[src/rtl/vote_pkg.sv]
// Shared types and helpers for the vote frame controller.
package vote_pkg;

  localparam logic [7:0]  SYNC_BYTE = 8'hA5;
  localparam int unsigned CAND_W    = 8;

  typedef enum logic [2:0] {IDLE, ID, CAND, CSUM, PRESENT} frame_state_t;

  // Counters up to 32 bits wide share this helper through zero-extension.
  function automatic logic [31:0] sat_inc(input logic [31:0] value,
                                          input logic [31:0] max_value);
    return (value >= max_value) ? value : value + 32'd1;
  endfunction

endpackage

[src/rtl/interbyte_timer.sv]
// Inter-byte gap timer: expires when TIMEOUT_CYCLES cycles pass with no reload while running.
module interbyte_timer #(
  parameter int unsigned TIMEOUT_CYCLES = 50_000
) (
  input  logic clk_in,
  input  logic rst_in,
  input  logic clear,
  input  logic run,
  output logic expired
);

  localparam int unsigned CW = $clog2(TIMEOUT_CYCLES + 1);
  localparam logic [CW-1:0] LAST = CW'(TIMEOUT_CYCLES - 1);

  logic [CW-1:0] cnt_q, cnt_d;

  always_comb begin
    cnt_d = '0;
    if (clear || !run) begin
      cnt_d = '0;
    end else if (cnt_q != LAST) begin
      cnt_d = cnt_q + 1'b1;
    end else begin
      cnt_d = cnt_q;
    end
  end

  // Counter holds cycles elapsed since the last strobe minus one, so LAST marks the Nth cycle.
  assign expired = run && (cnt_q == LAST);

  always_ff @(posedge clk_in or negedge rst_in) begin
    if (!rst_in) begin
      cnt_q <= '0;
    end else begin
      cnt_q <= cnt_d;
    end
  end

endmodule

[src/rtl/vote_frame_controller.sv]
// Parses UART bytes into sync/ID/candidate/checksum frames and presents validated votes.
module vote_frame_controller
  import vote_pkg::*;
#(
  parameter int unsigned ID_BYTES       = 2,
  parameter int unsigned NUM_CANDIDATES = 2,
  parameter int unsigned TIMEOUT_CYCLES = 50_000,
  parameter int unsigned CNT_W          = 16
) (
  input  logic                  clk_in,
  input  logic                  rst_in,
  input  logic                  enable_in,
  input  logic                  new_data_in,
  input  logic [7:0]            data_byte_in,
  input  logic                  vote_ready_in,
  output logic                  vote_valid_out,
  output logic [CAND_W-1:0]     candidate_out,
  output logic [8*ID_BYTES-1:0] voter_id_out,
  output logic                  busy_out,
  output logic                  frame_err_out,
  output logic [CNT_W-1:0]      good_count_out,
  output logic [CNT_W-1:0]      bad_count_out,
  output logic [CNT_W-1:0]      drop_count_out
);

  localparam int unsigned ID_W     = 8 * ID_BYTES;
  localparam logic [2:0]  LAST_IDX = 3'(ID_BYTES - 1);
  localparam logic [31:0] CNT_MAX  = 32'((64'd1 << CNT_W) - 64'd1);

  frame_state_t      state_q, state_d;
  logic [2:0]        idx_q, idx_d;
  logic [7:0]        xor_q, xor_d;
  logic [ID_W-1:0]   id_q, id_d;
  logic [CAND_W-1:0] cand_q, cand_d;
  logic              valid_q, valid_d;
  logic              busy_q, busy_d;
  logic              err_q, err_d;
  logic [CNT_W-1:0]  good_q, good_d;
  logic [CNT_W-1:0]  bad_q, bad_d;
  logic [CNT_W-1:0]  drop_q, drop_d;

  logic [ID_W+7:0] id_shift;
  logic            start_frame;
  logic            in_frame;
  logic            cand_ok;
  logic            tmr_expired;

  assign id_shift    = {id_q, data_byte_in};
  assign start_frame = new_data_in && enable_in && (data_byte_in == SYNC_BYTE);
  assign in_frame    = (state_q == ID) || (state_q == CAND) || (state_q == CSUM);
  assign cand_ok     = 32'(cand_q) < NUM_CANDIDATES;

  interbyte_timer #(
    .TIMEOUT_CYCLES(TIMEOUT_CYCLES)
  ) u_timer (
    .clk_in (clk_in),
    .rst_in (rst_in),
    .clear  (new_data_in),
    .run    (in_frame),
    .expired(tmr_expired)
  );

  always_comb begin
    state_d = state_q;
    idx_d   = idx_q;
    xor_d   = xor_q;
    id_d    = id_q;
    cand_d  = cand_q;
    good_d  = good_q;
    bad_d   = bad_q;
    drop_d  = drop_q;
    err_d   = 1'b0;

    case (state_q)
      IDLE: begin
        if (start_frame) begin
          state_d = ID;
          idx_d   = '0;
          xor_d   = '0;
        end
      end
      ID, CAND, CSUM: begin
        // Disable wins over everything, then a byte, then expiry.
        if (!enable_in) begin
          state_d = IDLE;
        end else if (new_data_in) begin
          case (state_q)
            ID: begin
              id_d  = id_shift[ID_W-1:0];
              xor_d = xor_q ^ data_byte_in;
              idx_d = idx_q + 3'd1;
              if (idx_q == LAST_IDX) state_d = CAND;
            end
            CAND: begin
              cand_d  = data_byte_in;
              xor_d   = xor_q ^ data_byte_in;
              state_d = CSUM;
            end
            default: begin
              if ((data_byte_in == xor_q) && cand_ok) begin
                state_d = PRESENT;
                good_d  = CNT_W'(sat_inc(32'(good_q), CNT_MAX));
              end else begin
                state_d = IDLE;
                err_d   = 1'b1;
                bad_d   = CNT_W'(sat_inc(32'(bad_q), CNT_MAX));
              end
            end
          endcase
        end else if (tmr_expired) begin
          state_d = IDLE;
          err_d   = 1'b1;
          bad_d   = CNT_W'(sat_inc(32'(bad_q), CNT_MAX));
        end
      end
      PRESENT: begin
        // A byte on the transfer cycle is treated as IDLE input.
        if (valid_q && vote_ready_in) begin
          state_d = IDLE;
          if (start_frame) begin
            state_d = ID;
            idx_d   = '0;
            xor_d   = '0;
          end
        end else if (new_data_in) begin
          drop_d = CNT_W'(sat_inc(32'(drop_q), CNT_MAX));
        end
      end
      default: state_d = IDLE;
    endcase

    valid_d = (state_d == PRESENT);
    busy_d  = (state_d != IDLE);
  end

  always_ff @(posedge clk_in or negedge rst_in) begin
    if (!rst_in) begin
      state_q <= IDLE;
      idx_q   <= '0;
      xor_q   <= '0;
      id_q    <= '0;
      cand_q  <= '0;
      valid_q <= 1'b0;
      busy_q  <= 1'b0;
      err_q   <= 1'b0;
      good_q  <= '0;
      bad_q   <= '0;
      drop_q  <= '0;
    end else begin
      state_q <= state_d;
      idx_q   <= idx_d;
      xor_q   <= xor_d;
      id_q    <= id_d;
      cand_q  <= cand_d;
      valid_q <= valid_d;
      busy_q  <= busy_d;
      err_q   <= err_d;
      good_q  <= good_d;
      bad_q   <= bad_d;
      drop_q  <= drop_d;
    end
  end

  assign vote_valid_out = valid_q;
  assign candidate_out  = cand_q;
  assign voter_id_out   = id_q;
  assign busy_out       = busy_q;
  assign frame_err_out  = err_q;
  assign good_count_out = good_q;
  assign bad_count_out  = bad_q;
  assign drop_count_out = drop_q;

endmodule

[config.mk]
export PLATFORM = sky130hd
export DESIGN_NAME = vote_frame_controller
export DESIGN_NICKNAME = d
export VERILOG_FILES = /design/src/rtl/vote_pkg.sv /design/src/rtl/interbyte_timer.sv /design/src/rtl/vote_frame_controller.sv
export SDC_FILE = /design/constraint.sdc
export NUM_CORES = 1
export LEC_CHECK = 0
export BUFFER_PORTS_ARGS = -buffer_cell sky130_fd_sc_hd__buf_2
export CAP_MARGIN = 5
export CELL_PAD_IN_SITES_DETAIL_PLACEMENT = 0
export CELL_PAD_IN_SITES_GLOBAL_PLACEMENT = 1
export CORE_MARGIN = 1
export CORE_UTILIZATION = 47
export DETAILED_ROUTE_END_ITERATION = 16
export HOLD_SLACK_MARGIN = 0.05
export PLACE_DENSITY_LB_ADDON = 0.1
export SLEW_MARGIN = 20
export SYNTH_ARGS = -nofsm -noshare
export SYNTH_HDL_FRONTEND = slang
export SYNTH_SLANG_ARGS = --single-unit
[constraint.sdc]
create_clock -name clk_in -period 6.56 [get_ports clk_in]
set_clock_uncertainty 0.05 [all_clocks]
set_input_delay 1.312 -clock clk_in [delete_from_list [all_inputs] [get_ports clk_in]]
set_output_delay 1.312 -clock clk_in [all_outputs]
set_load 0.02 [all_outputs]
==> impl_metrics.csv <==
group,metric,value,unit
run_status,status,"complete, no violations",
finish,mostFrequentLayoutCells,"105 x dfrtp_1, 86 x buf_2, 42 x nor2_1",
setup_path,ff2ff_path_depth,7,
yosys,synth_edf_count,0,
clock_tree,cts_htree_levels,3,
yosys,synthFlopType,"dfrtp_1",
detailed_routing,num_vias,3651,
hold_path,holdCritPathClass,"reg2reg",
sta,tightest_slew,0.671,ns
global_routing,grt_usage,19.8,%
detailed_routing,drc,0,
die,die_area,0.0110,sq mm
sta,rsz0062_at_grt,"false",
clock_tree,clock-sinks,105,
sta,finalSetupViolCount,0,
detailed_routing,routed_wl,10000,um
clock_tree,numCtsBuffers,9,
global_routing,grt_antenna_before_repair,0,
die,core,0.0103,sq mm
die,initial_core_util,48.4,%
sta,max_freq,341,MHz
finish,nFillCells,962,
yosys,synth_nets,474,
finish,nets,564,
setup_path,start_kind,"input pin",
global_routing,overflow,0,
global_routing,grt_pass1_vias,3677,
setup_path,cp_data_arrival_time,3.15,ns
yosys,synth.distinct_cells,49,
sta,maxSlewViolCount,0,
yosys,synth-seq-cells,105,
clock_tree,post_cts_buffers,0,
placed_design,place.gp.congestion,0.789,
sta,hold_ws,0.440,ns
die,die_y,105,um
sta,slew_headroom,55.3,%
clock_tree,ctsHoldBuffers,0,
yosys,ys_async_sr_fraction,100,%
finish,syn2layout_area_growth,16.5,%
yosys,syn-cell-area,0.00497,sq mm
yosys,avgSynthCellArea,10.9,sq um
finish,fin_util,56.4,%
detailed_routing,drt-vias-per-instance,5.32,
sta,period_minus_slack,2.93,ns
clock_tree,cts_tree,"built",
finish,final_common_cell,"dfrtp_1",
finish,final_cells,686,
finish,regArea,0.00263,sq mm
sta,setup_tns,0,ns
job,max-cap-violations,0,
die,die_x,105,um
yosys,yosysSeqAreaShare,52.8,%
placed_design,hpwl,7070,um
clock_tree,clock_latency,0.37,ns
clock_tree,post_cts_resized,0,
die,rows,37,
detailed_routing,wl_per_cell,14.6,um
placed_design,dpl.cell_count,670,
pwr,power_leakage,2.98,nW
detailed_routing,ant_nets,0,
finish,drive_gt1_share,27.3,%
clock_tree,root_buffer,"clkbuf_8",
yosys,ys_warn_count,0,
detailed_routing,firstDrtPassIters,4,
clock_tree,cts.path.max_buffers,2,
global_routing,grt_pass1_wl,17400,um
setup_path,critPathMaxFanout,5,
sta,hold_violations,0,
setup_path,cp-end-kind,"register",
clock_tree,path_clk_slew,0.10,ns
finish,n_antenna_cell,0,
pwr,power,1.19,mW
yosys,synth_cells,455,
hold_path,hold_depth,1,
setup_path,critical_path_class,"in2reg",
placed_design,io_buffer_count,87,
sta,period_share,44.7,%
finish,multiInputGateArea,0.00227,sq mm
detailed_routing,first_iter_violations,172,
setup_path,cp.required,6.78,ns
global_routing,grt_start_max_net_pins,55,
pwr,irDropWorstVdd,0.131,mV
pwr,p_per_area,205,mW/mm^2
die,num_io_pins,88,
-- sequential cells by signal, summed over array words and instances (netlist names) --
signal and flops:
idx_q 3, drop_count_out 16, state_q 3, frame_err_out 1, voter_id_out 16, good_count_out 16, xor_q 8, busy_out 1
vote_valid_out 1, bad_count_out 16, candidate_out 8, u_timer.cnt_q 16
-- critical path, stage by stage --
cell	delay, ns
buf_2	0.10
a21boi_0	0.34
nand3_1	0.20
a31o_2	0.29
nor3_1	0.55
nand4_1	0.20
xnor2_1	0.15
-- area by class of cell --
| type | count | area share, % |
|---|---|---|
| Clock inverter | 6 | 1.81 |
| Inverter | 6 | 0.388 |
| Timing Repair Buffer | 90 | 7.94 |
| Multi-Input combinational cell | 333 | 39.2 |
| Tap cell | 136 | 2.93 |
| Clock buffer | 10 | 2.37 |
| Sequential cell | 105 | 45.3 |
-- Yosys cell counts (2+ instances only) --
cell | count | area (sq um)
nor2_2 | 2 | 12.5
a21boi_0 | 2 | 15.0
buf_1 | 2 | 7.51
nand2_1 | 34 | 128
nor3_1 | 9 | 45.0
and4bb_2 | 2 | 25.0
buf_2 | 3 | 15.0
a21oi_1 | 3 | 15.0
or2_2 | 2 | 12.5
a31o_2 | 2 | 17.5
nor2_1 | 42 | 158
nand4_1 | 12 | 75.1
or3_1 | 4 | 25.0
a31oi_1 | 2 | 12.5
ha_1 | 6 | 75.1
mux2_2 | 28 | 315
and3_1 | 20 | 125
inv_1 | 6 | 22.5
nand3_1 | 30 | 150
dfrtp_1 | 105 | 2630
xnor2_1 | 36 | 315
and4_1 | 4 | 35.0
nor4_1 | 5 | 31.3
o21ai_0 | 20 | 100
nor3b_1 | 2 | 15.0
xor2_1 | 30 | 263
clkbuf_1 | 4 | 15.0
nor4bb_1 | 2 | 20.0
nand2b_1 | 11 | 68.8
nor2b_1 | 4 | 25.0
or4_4 | 2 | 22.5
and2_1 | 2 | 12.5
-- per-layer routing --
| metal | global-route usage (%) | wire, um | share of wire, % |
|---|---|---|---|
| met1 | 26.7 | 4840 | 48 |
| met2 | 31.6 | 4620 | 46 |
| met5 | 0 | 0 | 0 |
| met3 | 3.31 | 379 | 3.8 |
| met4 | 8.45 | 175 | 1.7 |
-- final timing paths --
kind	start	endpoint	slack, ns
worst min-delay path	drop_count_out[10]	drop_count_out[10]	0.44
min in group asynchronous	rst_in	u_timer.cnt_q[14]	0.93
max in group asynchronous	rst_in	idx_q[1]	4.43
worst min register to register	drop_count_out[10]	drop_count_out[10]	0.44
worst max-delay path	vote_ready_in	drop_count_out[15]	3.63
worst max register to register	u_timer.cnt_q[0]	bad_count_out[12]	3.92
-- through the flow --
step	setup slack, ns	instance area (sq um)
final	3.63	5800
after global routing	3.45	5800
after CTS	3.62	5800
after detailed placement	3.24	5560
after global placement	3.36	5560
after floorplan	3.64	4970
-- kinds of logic (layout without fill, tap and decap cells) --
logic type      Yosys count  after routing  share of synthesized area (%)
mux                      29             29                           6.54
xor+xnor                 66             66                           11.6
buf+inv                  17            112                           1.46
fa+ha+maj                 7              7                           1.71
compound gates           33             33                           3.92
flops                   105            105                           52.8
simple gates            198            198                           21.9
-- report_power, final --
| part | switching, mW | internal (mW) | total (mW) | leakage, nW |
|---|---|---|---|---|
| sequential | 0.00637 | 0.654 | 0.660 | 1.45 |
| clock | 0.215 | 0.262 | 0.477 | 0.126 |
| combinational | 0.0352 | 0.0181 | 0.0533 | 1.41 |
| total | 0.256 | 0.934 | 1.19 | 2.98 |
Note: power is estimated with default switching activity, not from simulation.
